==> src/rtl/block_ram_resp_fifo.sv <==
// Circular response FIFO used by block_ram_client. Storage is deliberately
// not reset; occupancy and pointers are. The parent guarantees that it never
// enqueues into a full FIFO or dequeues from an empty one.
module block_ram_resp_fifo #(
  parameter int DATA_WIDTH = 1,
  parameter int DEPTH      = 3,
  localparam int PW        = $clog2(DEPTH),
  localparam int CW        = $clog2(DEPTH + 1)
) (
  input  logic                  clk_i,
  input  logic                  rst_n_i,
  input  logic                  enq_i,
  input  logic [DATA_WIDTH-1:0] enq_data_i,
  input  logic                  deq_i,
  output logic [DATA_WIDTH-1:0] data_o,
  output logic [CW-1:0]         count_o
);

  logic [DATA_WIDTH-1:0] mem_q [DEPTH];
  logic [PW-1:0]         wr_ptr_q, wr_ptr_d;
  logic [PW-1:0]         rd_ptr_q, rd_ptr_d;
  logic [CW-1:0]         count_q, count_d;

  function automatic logic [PW-1:0] bump(input logic [PW-1:0] p);
    return (p == PW'(DEPTH - 1)) ? '0 : p + 1'b1;
  endfunction

  // Pointer and occupancy next-state; simultaneous enq/deq leaves count unchanged.
  always_comb begin
    wr_ptr_d = wr_ptr_q;
    rd_ptr_d = rd_ptr_q;
    count_d  = count_q + CW'(enq_i) - CW'(deq_i);
    if (enq_i) wr_ptr_d = bump(wr_ptr_q);
    if (deq_i) rd_ptr_d = bump(rd_ptr_q);
  end

  // Control registers, cleared asynchronously.
  always_ff @(posedge clk_i or negedge rst_n_i) begin
    if (!rst_n_i) begin
      wr_ptr_q <= '0;
      rd_ptr_q <= '0;
      count_q  <= '0;
    end else begin
      wr_ptr_q <= wr_ptr_d;
      rd_ptr_q <= rd_ptr_d;
      count_q  <= count_d;
    end
  end

  // Data storage, written at the write pointer; no reset needed.
  always_ff @(posedge clk_i) begin
    if (enq_i) mem_q[wr_ptr_q] <= enq_data_i;
  end

  assign data_o  = mem_q[rd_ptr_q];
  assign count_o = count_q;

endmodule

==> src/rtl/block_ram_client.sv <==
// Requester-side front end for a single-port block RAM with 1-cycle read
// latency and unheld data out. Every accepted read reserves a FIFO slot up
// front (credit), so RAM_DO can be captured unconditionally the cycle after
// the read issues and consumer backpressure never drops data.
module block_ram_client #(
  parameter int ADDR_WIDTH = 1,
  parameter int DATA_WIDTH = 1,
  parameter int RESP_DEPTH = 3
) (
  input  logic                  CLK,
  input  logic                  RESET_N,
  input  logic                  REQ_VALID,
  output logic                  REQ_READY,
  input  logic                  REQ_WE,
  input  logic [ADDR_WIDTH-1:0] REQ_ADDR,
  input  logic [DATA_WIDTH-1:0] REQ_DATA,
  output logic                  RESP_VALID,
  input  logic                  RESP_READY,
  output logic [DATA_WIDTH-1:0] RESP_DATA,
  output logic [ADDR_WIDTH-1:0] RAM_ADDR,
  output logic [DATA_WIDTH-1:0] RAM_DI,
  output logic                  RAM_WE,
  input  logic [DATA_WIDTH-1:0] RAM_DO
);

  localparam int CW = $clog2(RESP_DEPTH + 1);

  logic          fire;
  logic          deq;
  logic          inflight_q, inflight_d;
  logic          ready_en_q;
  logic [CW-1:0] count;
  logic [CW:0]   used;

  assign fire = REQ_VALID & REQ_READY;
  assign deq  = RESP_VALID & RESP_READY;

  assign RAM_ADDR = REQ_ADDR;
  assign RAM_DI   = REQ_DATA;
  assign RAM_WE   = fire & REQ_WE;

  assign inflight_d = fire & ~REQ_WE;

  // Slots already promised: queued responses plus the read now on RAM_DO.
  // Registers only, so no path from RESP_READY/REQ_VALID to REQ_READY.
  assign used      = {1'b0, count} + {{CW{1'b0}}, inflight_q};
  assign REQ_READY = ready_en_q & (used < (CW+1)'(RESP_DEPTH));

  assign RESP_VALID = (count != '0);

  // Read-issue tracking and the post-reset ready enable (keeps READY low in reset).
  always_ff @(posedge CLK or negedge RESET_N) begin
    if (!RESET_N) begin
      inflight_q <= 1'b0;
      ready_en_q <= 1'b0;
    end else begin
      inflight_q <= inflight_d;
      ready_en_q <= 1'b1;
    end
  end

  block_ram_resp_fifo #(
    .DATA_WIDTH(DATA_WIDTH),
    .DEPTH     (RESP_DEPTH)
  ) u_resp_fifo (
    .clk_i     (CLK),
    .rst_n_i   (RESET_N),
    .enq_i     (inflight_q),
    .enq_data_i(RAM_DO),
    .deq_i     (deq),
    .data_o    (RESP_DATA),
    .count_o   (count)
  );

endmodule

==> config.mk <==
export PLATFORM = sky130hd
export DESIGN_NAME = block_ram_client
export DESIGN_NICKNAME = d
export VERILOG_FILES = /design/src/rtl/block_ram_resp_fifo.sv /design/src/rtl/block_ram_client.sv
export SDC_FILE = /design/constraint.sdc
export NUM_CORES = 1
export LEC_CHECK = 0
export CAP_MARGIN = 0
export CORE_AREA = 2 2 39 41
export DETAILED_ROUTE_END_ITERATION = 6
export DIE_AREA = 0 0 41 43
export PLACE_DENSITY = 0.66
export SLEW_MARGIN = 5
export SYNTH_ARGS = -nofsm -noshare
export SYNTH_HDL_FRONTEND = slang
export SYNTH_SLANG_ARGS = --single-unit
==> constraint.sdc <==
create_clock -name CLK -period 3.9 [get_ports CLK]
set_clock_uncertainty 0.1 [all_clocks]
set_input_delay 0.78 -clock CLK [delete_from_list [all_inputs] [get_ports CLK]]
set_output_delay 0.78 -clock CLK [all_outputs]
set_load 0.01 [all_outputs]
After elaboration in Yosys (flattened, before gate mapping)
Memories as Yosys holds them, arrays and structs flattened.
Cells that the tools add are included.
{"block": "word_totals", "reg_bits": 8, "mem_bits_rw": 3, "in_bits": 8, "output_inout_bits": 6, "elab_cells": 25, "memories": 1}
{"name": "u_resp_fifo.mem_q", "words": 3, "width": 1, "rd": 1, "rd_ports_with_merged_regs": 0, "wr": 1, "line_no": "block_ram_resp_fifo.sv:19", "source": "logic [DATA_WIDTH-1:0] mem_q [DEPTH];"}
{"block": "op_classes", "add_sub_neg": 5, "order_cmp": 1, "eq_ne": 2, "muxes": 4, "bitwise_logic": 6, "n_reduce_logical": 1}
{"op": "1-bit AND", "count": 5}
{"op": "2-bit by 1-bit adder with 2-bit output (second input constant)", "count": 2}
{"op": "2-bit equality test (second input constant)", "count": 2}
{"op": "2-bit two-way mux", "count": 2}
{"op": "2-bit by 1-bit adder with 3-bit output", "count": 1}
{"op": "3-bit by 2-bit less-than comparator with 1-bit output (second input constant)", "count": 1}
{"op": "2-bit by 1-bit adder with 2-bit output", "count": 1}
{"op": "1-bit two-way mux", "count": 2}
{"op": "2-bit nonzero test", "count": 1}
{"op": "2-bit by 1-bit subtractor with 2-bit output", "count": 1}
{"op": "1-bit NOT", "count": 1}

Logic depth before layout (Yosys ltp)
Gate-level depths: netlist of the first run.
{"block": "depth", "word_depth": 5, "ltp_mapped": 7, "ltp_nobuf": 7}

Hierarchy
From an unflattened synthesis of the first run, not the netlist that was laid out.
{"block": "hier_totals", "cells_unflattened": 45, "hier_area_um2": 544.3}
{"module": "block_ram_resp_fifo", "instances": 1, "cells_per_inst": 30, "area_each_um2": 389.1, "seq_area_each_um2": 240.2}
{"module": "block_ram_client", "instances": 1, "cells_per_inst": 15, "area_each_um2": 155.1, "seq_area_each_um2": 50.0}

Worst setup path before layout of the first run
Ideal clock, no wire load.
{"block": "synth_timing", "path_type": "reg2out", "startpoint": "register inflight_q", "endpoint": "output port RAM_WE", "arrival_ns": 1.473, "required_ns": 3.020, "path_slack_ns": 1.547, "path_stages_with_launch": 5, "path_buffers": 0, "cell_sequence": "dfrtp_1 -> ha_1 -> ha_1 -> and2_4 -> nor4bb_1"}
{"block": "synth_via", "elab_chain_cells": 5}
{"item": "from (decl)", "line_no": "block_ram_client.sv:30", "source": "logic inflight_q, inflight_d;"}
{"item": "from (signal assigned)", "line_no": "block_ram_client.sv:57", "source": "inflight_q <= inflight_d;"}
{"item": "2-bit by 1-bit adder with 3-bit output", "line_no": "block_ram_client.sv:46", "source": "assign used = {1'b0, count} + {{CW{1'b0}}, inflight_q};"}
{"item": "3-bit by 2-bit less-than comparator with 1-bit output", "line_no": "block_ram_client.sv:47", "source": "assign REQ_READY = ready_en_q & (used < (CW+1)'(RESP_DEPTH));"}
{"item": "1-bit AND", "line_no": "block_ram_client.sv:47"}
{"item": "1-bit AND", "line_no": "block_ram_client.sv:35", "source": "assign fire = REQ_VALID & REQ_READY;"}
{"item": "1-bit AND", "line_no": "block_ram_client.sv:40", "source": "assign RAM_WE = fire & REQ_WE;"}
{"item": "to (decl)", "line_no": "block_ram_client.sv:22", "source": "output logic RAM_WE,"}
No other way between the ends.

Worst setup path in the final report of the first run
Ends and elaborated chain as after synthesis.

==> metrics.yaml, run 1 <==
pwr:
  pwr-share-clk_pct: 17.1
  powerDensity_mw_per_mm2: 621
  leakage_nw: 0.309
  combPwrFrac_pct: 36.7
  p_seq_share_pct: 46.2
  p_sw_mw: 0.127
  ir_drop_v: 0.000371
  cell_internal_pwr_mw: 0.287
  sw_frac_of_total_pct: 30.8
worst_hold_path:
  hold_class: "flop to flop"
final_layout:
  n_fill_cell: 134
  fin_cells: 71
  nNetsFinal: 68
  n_antenna_cell: 0
  multi_input_area_um2: 225
  syn2layout_area_growth_pct: 22.2
  regArea_um2: 290
  drive_above_1_share_pct: 12.7
  final_cell_mix: "clkdlybuf4s50_1, dfrtp_1, inv_1, ha_1"
  final_common_cell: "clkdlybuf4s50_1"
worst_setup_path:
  cpMostUsedCell: "ha_1"
  critical_path_class: "flop to primary output"
  critical_path.top_delay_family: "buffers and inverters"
  max_stage_delay_ns: 0.58
  crit_required_ns: 3.02
  cp_max_fo: 6
  arrival_ns: 2.17
  worstSetupStartpointType: "flop"
  endpoint_kind: "primary output"
  crit_buf_inv: 1
  cp_slowest_cell: "clkdlybuf4s50_1"
  path_cells: "ha_1 > ha_1 > and2_4 > nor4bb_1 > clkdlybuf4s50_1"
drt:
  ant_nets: 0
  wl_per_cell_um: 9.25
  viasPerCell: 4.65
  vias: 330
  drt_iter0_markers: 4
  routed_wl_um: 657
  drc: 0
  dr.pass1.iters: 4
place:
  pre_cts_ws_ns: 0.905
  place.gp.congestion: 0.685
  place_inst: 67
  dp_hpwl_um: 565
  io_buffers: 9
yosys:
  syn_area_um2: 546
  yosysWarnings: 0
  synth_seq_cells: 11
  yosysSeqAreaShare_pct: 53.2
  syn-num-nets: 56
  syn_avg_cell_area_um2: 12.4
  synthCells: 44
  netlist-cell-type-count: 22
sta:
  setup_tns_ns: 0
  period_share_pct: 78.2
  setup_violations: 0
  holdWs_ns: 0.453
  fmax_ghz: 0.328
  hold_violations: 0
  fin_crit_ns: 3.05
  rsz0062_at_grt: "no"
  drv_slew: 0
  timing.final.ws_setup_ns: 0.850
clocking:
  cts_made_buffers: 3
  path_clk_slew_ns: 0.06
  cts_sinks: 11
  cts-resized-gates: 0
  clk_latency_ns: 0.25
  cts_tree: "yes"
  cts_max_level: 1
  post_cts_buffers: 0
  cts-root-buf: "clkbuf_4"
  cts.hold.buffers_added: 0
  cts_buffer_depth: 2
floorplan:
  die_w_um: 41
  fp.dieH_um: 43
  start_util_pct: 39.4
  rows: 14
  dieArea_mm2: 0.00176
  io_pins: 14
  core-area_mm2: 0.00138
run_status:
  outcome: "finished, final reports clean"
flow_run:
  cap_viol_max_count: 0
global_route:
  grt_pass1_wl_um: 1260
  grtUsageTotal_pct: 11.2
  grt_overflow: 0
  grt_start_max_net_pins: 9
  grt_pass1_vias: 341
  antenna_found_initial: 0
layout make-up:
| class | instances | area share, % |
|---|---|---|
| sequential | 11 | 43.5 |
| multi-input combinational | 27 | 33.8 |
| timing repair buffer | 9 | 13.5 |
| tap | 16 | 3.00 |
| inverter | 4 | 2.25 |
| clock buffer | 4 | 3.94 |
layer usage:
layer	vias up	global-route usage [%]	part of all wire, %	wire, um
met5	-	0	0	0
met2	5	15.9	49	319
met4	0	6.00	1.2	8
li1	169	-	-	-
met1	154	11.9	46	301
met3	2	7.85	4.3	28
flip-flops by register name, indices dropped and copies added, names as in the netlist:
name / flops
u_resp_fifo.wr_ptr_q: 2
ready_en_q: 1
u_resp_fifo.count_o: 2
inflight_q: 1
u_resp_fifo.mem_q: 3
u_resp_fifo.rd_ptr_q: 2
stage by stage:
step / util [%] / power (mW) / instance area (um2)
after CTS: 48.2 / 0.424 / 667
after floorplan: - / 0.293 / 546
after global routing: 48.2 / 0.454 / 667
final: 48.2 / 0.414 / 667
after detailed placement: 46.3 / 0.351 / 641
after global placement: 46.3 / 0.343 / 641
kinds of logic after synthesis:
kind of cell	synth area share (%)
AND/OR/NAND/NOR	17.0
flip-flops	53.2
buffers and inverters	5.50
adder cells (fa/ha/maj)	9.17
AO/OA/AOI/OAI	5.27
multiplexers	5.96
XOR/XNOR	3.21
other	0.687
synth_stat cells:
cell | number | area, um2
mux2i_1 | 1 | 10.0
inv_1 | 4 | 15.0
nand2_1 | 2 | 7.51
mux2_1 | 2 | 22.5
nor2_1 | 3 | 11.3
ha_1 | 4 | 50.1
buf_4 | 2 | 15.0
xnor2_1 | 2 | 17.5
and2_4 | 1 | 8.76
nor4b_2 | 1 | 15.0
nor3b_2 | 1 | 12.5
nor2b_1 | 1 | 6.26
nor4bb_1 | 1 | 10.0
conb_1 | 1 | 3.75
and3b_1 | 1 | 8.76
o21ai_0 | 1 | 5.00
dfrtp_1 | 8 | 200
a21o_1 | 2 | 15.0
o21ai_2 | 1 | 8.76
nand2b_1 | 1 | 6.26
or2_1 | 1 | 6.26
edfxtp_1 | 3 | 90.1
worst register-to-register path, stage by stage (launching register included):
cell and delay [ns]:
dfrtp_1 0.43, o21ai_2 0.21, inv_1 0.06, ha_1 0.27, inv_1 0.04, ha_1 0.18
xnor2_1 0.17, xnor2_1 0.13
final timing paths:
kind / startpoint / end / slack, ns / cells past startpoint
max in group asynchronous: RESET_N / u_resp_fifo.count_o[0] / 2.76 / 1
setup / recovery: inflight_q / RAM_WE / 0.85 / 5
setup reg to reg: u_resp_fifo.count_o[1] / u_resp_fifo.count_o[1] / 2.24 / 7
min in group asynchronous: RESET_N / u_resp_fifo.rd_ptr_q[0] / 0.69 / 1
hold / removal: u_resp_fifo.wr_ptr_q[1] / u_resp_fifo.wr_ptr_q[1] / 0.45 / 1
hold reg to reg: u_resp_fifo.wr_ptr_q[1] / u_resp_fifo.wr_ptr_q[1] / 0.45 / 1
power groups by stage:
stage / logic (mW) / clock network (mW) / registers [mW]
2_1_floorplan: 0.107 / 0 / 0.186
3_3_place_gp: 0.150 / 0 / 0.193
3_5_place_dp: 0.157 / 0 / 0.195
4_1_cts: 0.157 / 0.0745 / 0.192
5_1_grt: 0.176 / 0.0796 / 0.199
6_report: 0.152 / 0.0708 / 0.191
No activity file was read; power rests on OpenSTA's default activity.
==> run 2: changes to the inputs <==
clock period = 2.9 ns   (was 3.9 ns; I/O delays follow)
==> metrics.yaml, run 2 (same netlist as run 1, synthesis figures left out) <==
run_status:
  outcome: "finished, final reports clean"
worst_setup_path:
  path_cells: "ha_1 > ha_1 > and2_4 > nor2_1 > clkdlybuf4s50_1"
  crit_buf_inv: 1
  worst-r2r-cell-count: 7
  critical_path.top_delay_family: "buffers and inverters"
  cpMostUsedCell: "ha_1"
  crit_required_ns: 2.22
  arrival_ns: 1.95
  r2r-start: "u_resp_fifo.count_o[1]"
  cp_slowest_cell: "clkdlybuf4s50_1"
  worstSetupStartpointType: "flop"
  crit_start: "inflight_q"
  path_depth: 5
  endpoint_kind: "primary output"
  critical_path_class: "flop to primary output"
  max_stage_delay_ns: 0.53
  cp_max_fo: 6
pwr:
  powerDensity_mw_per_mm2: 839
  power.total_mw: 0.561
  ir_drop_v: 0.000423
  leakage_nw: 0.326
final_layout:
  top_register: "u_resp_fifo.mem_q"
  drive_above_1_share_pct: 12.7
  final_cell_mix: "dfrtp_1, clkdlybuf4s50_1, inv_1, ha_1"
  nNetsFinal: 68
  largest_reg_flops: 3
  n_antenna_cell: 0
  syn2layout_area_growth_pct: 22.7
drt:
  viasPerCell: 4.56
  drt_iter0_markers: 1
  drc: 0
  wl_per_cell_um: 9.83
  dr.pass1.iters: 2
  ant_nets: 0
  vias: 324
  routed_wl_um: 698
global_route:
  grt.busiest_layer: "met2"
  grt_start_max_net_pins: 9
  grtUsageTotal_pct: 10.2
  grt_use_met3_pct: 7.85
  grt_util_met2_pct: 14.4
  grt_overflow: 0
  grt_pass1_vias: 299
  antenna_found_initial: 0
  grt_pass1_wl_um: 1150
  grtUsageMet1_pct: 12.3
floorplan:
  start_util_pct: 39.4
  fp.dieH_um: 43
  dieArea_mm2: 0.00176
  core-area_mm2: 0.00138
  rows: 14
  io_pins: 14
  die_w_um: 41
sta:
  fin_crit_ns: 2.63
  setup_tns_ns: 0
  period_share_pct: 90.8
  rsz0062_at_grt: "no"
  holdWs_ns: 0.454
  fmax_ghz: 0.380
  timing.final.ws_setup_ns: 0.266
  hold_violations: 0
  drv_slew: 0
  setup_violations: 0
worst_hold_path:
  hold_start: "u_resp_fifo.wr_ptr_q[0]"
  hold_class: "flop to flop"
  hold_path_depth: 1
flow_run:
  cap_viol_max_count: 0
place:
  dp_hpwl_um: 571
  pre_cts_ws_ns: 0.299
  io_buffers: 9
  place.gp.congestion: 0.697
clocking:
  cts.hold.buffers_added: 0
  cts_max_level: 1
  path_clk_slew_ns: 0.07
  cts_sinks: 11
  cts_buffer_depth: 2
  cts-root-buf: "clkbuf_4"
  clk_latency_ns: 0.26
  cts_made_buffers: 3
  cts_tree: "yes"
  post_cts_buffers: 0
[run 2: report_power, final]
| group | total, mW | switching, mW | internal (mW) | leakage (nW) |
|---|---|---|---|---|
| logic | 0.204 | 0.0791 | 0.125 | 0.185 |
| clock network | 0.0980 | 0.0449 | 0.0530 | 0.0150 |
| registers | 0.259 | 0.0520 | 0.207 | 0.126 |
[run 2: timing repair]
item,4_1_cts,5_1_grt
resized for setup,0,1
endpoints found under the hold margin,0,0
setup endpoints to repair,0,1
[run 2: area by class of cell]
class	instances	area (um2)
Inverter	4	15.0
Multi-Input combinational cell	27	225
Tap cell	16	20.0
Timing Repair Buffer	9	92.6
Sequential cell	11	290
Fill cell	133	714
Clock buffer	4	26.3
[run 2: final timing paths]
path                            slack (ns)                       to
worst max-delay path                  0.27                REQ_READY
worst min-delay path                  0.45  u_resp_fifo.wr_ptr_q[0]
worst max register to register        1.23   u_resp_fifo.count_o[1]
worst min register to register        0.45  u_resp_fifo.wr_ptr_q[0]
max in group asynchronous             1.95   u_resp_fifo.count_o[1]
min in group asynchronous             0.49  u_resp_fifo.wr_ptr_q[0]
[run 2: stage by stage]
| step | cells | instance area [um2] | utilization (%) |
|---|---|---|---|
| after floorplan | 44 | 546 | - |
| after global placement | 67 | 641 | 46.3 |
| after detailed placement | 67 | 641 | 46.3 |
| after CTS | 71 | 667 | 48.2 |
| after global routing | 71 | 669 | 48.4 |
| final | 71 | 669 | 48.4 |
[run 2: metal layers]
layer,wire (um),up-vias
met4,0,0
met1,309,150
li1,-,166
met2,339,8
met3,49,0
met5,0,-
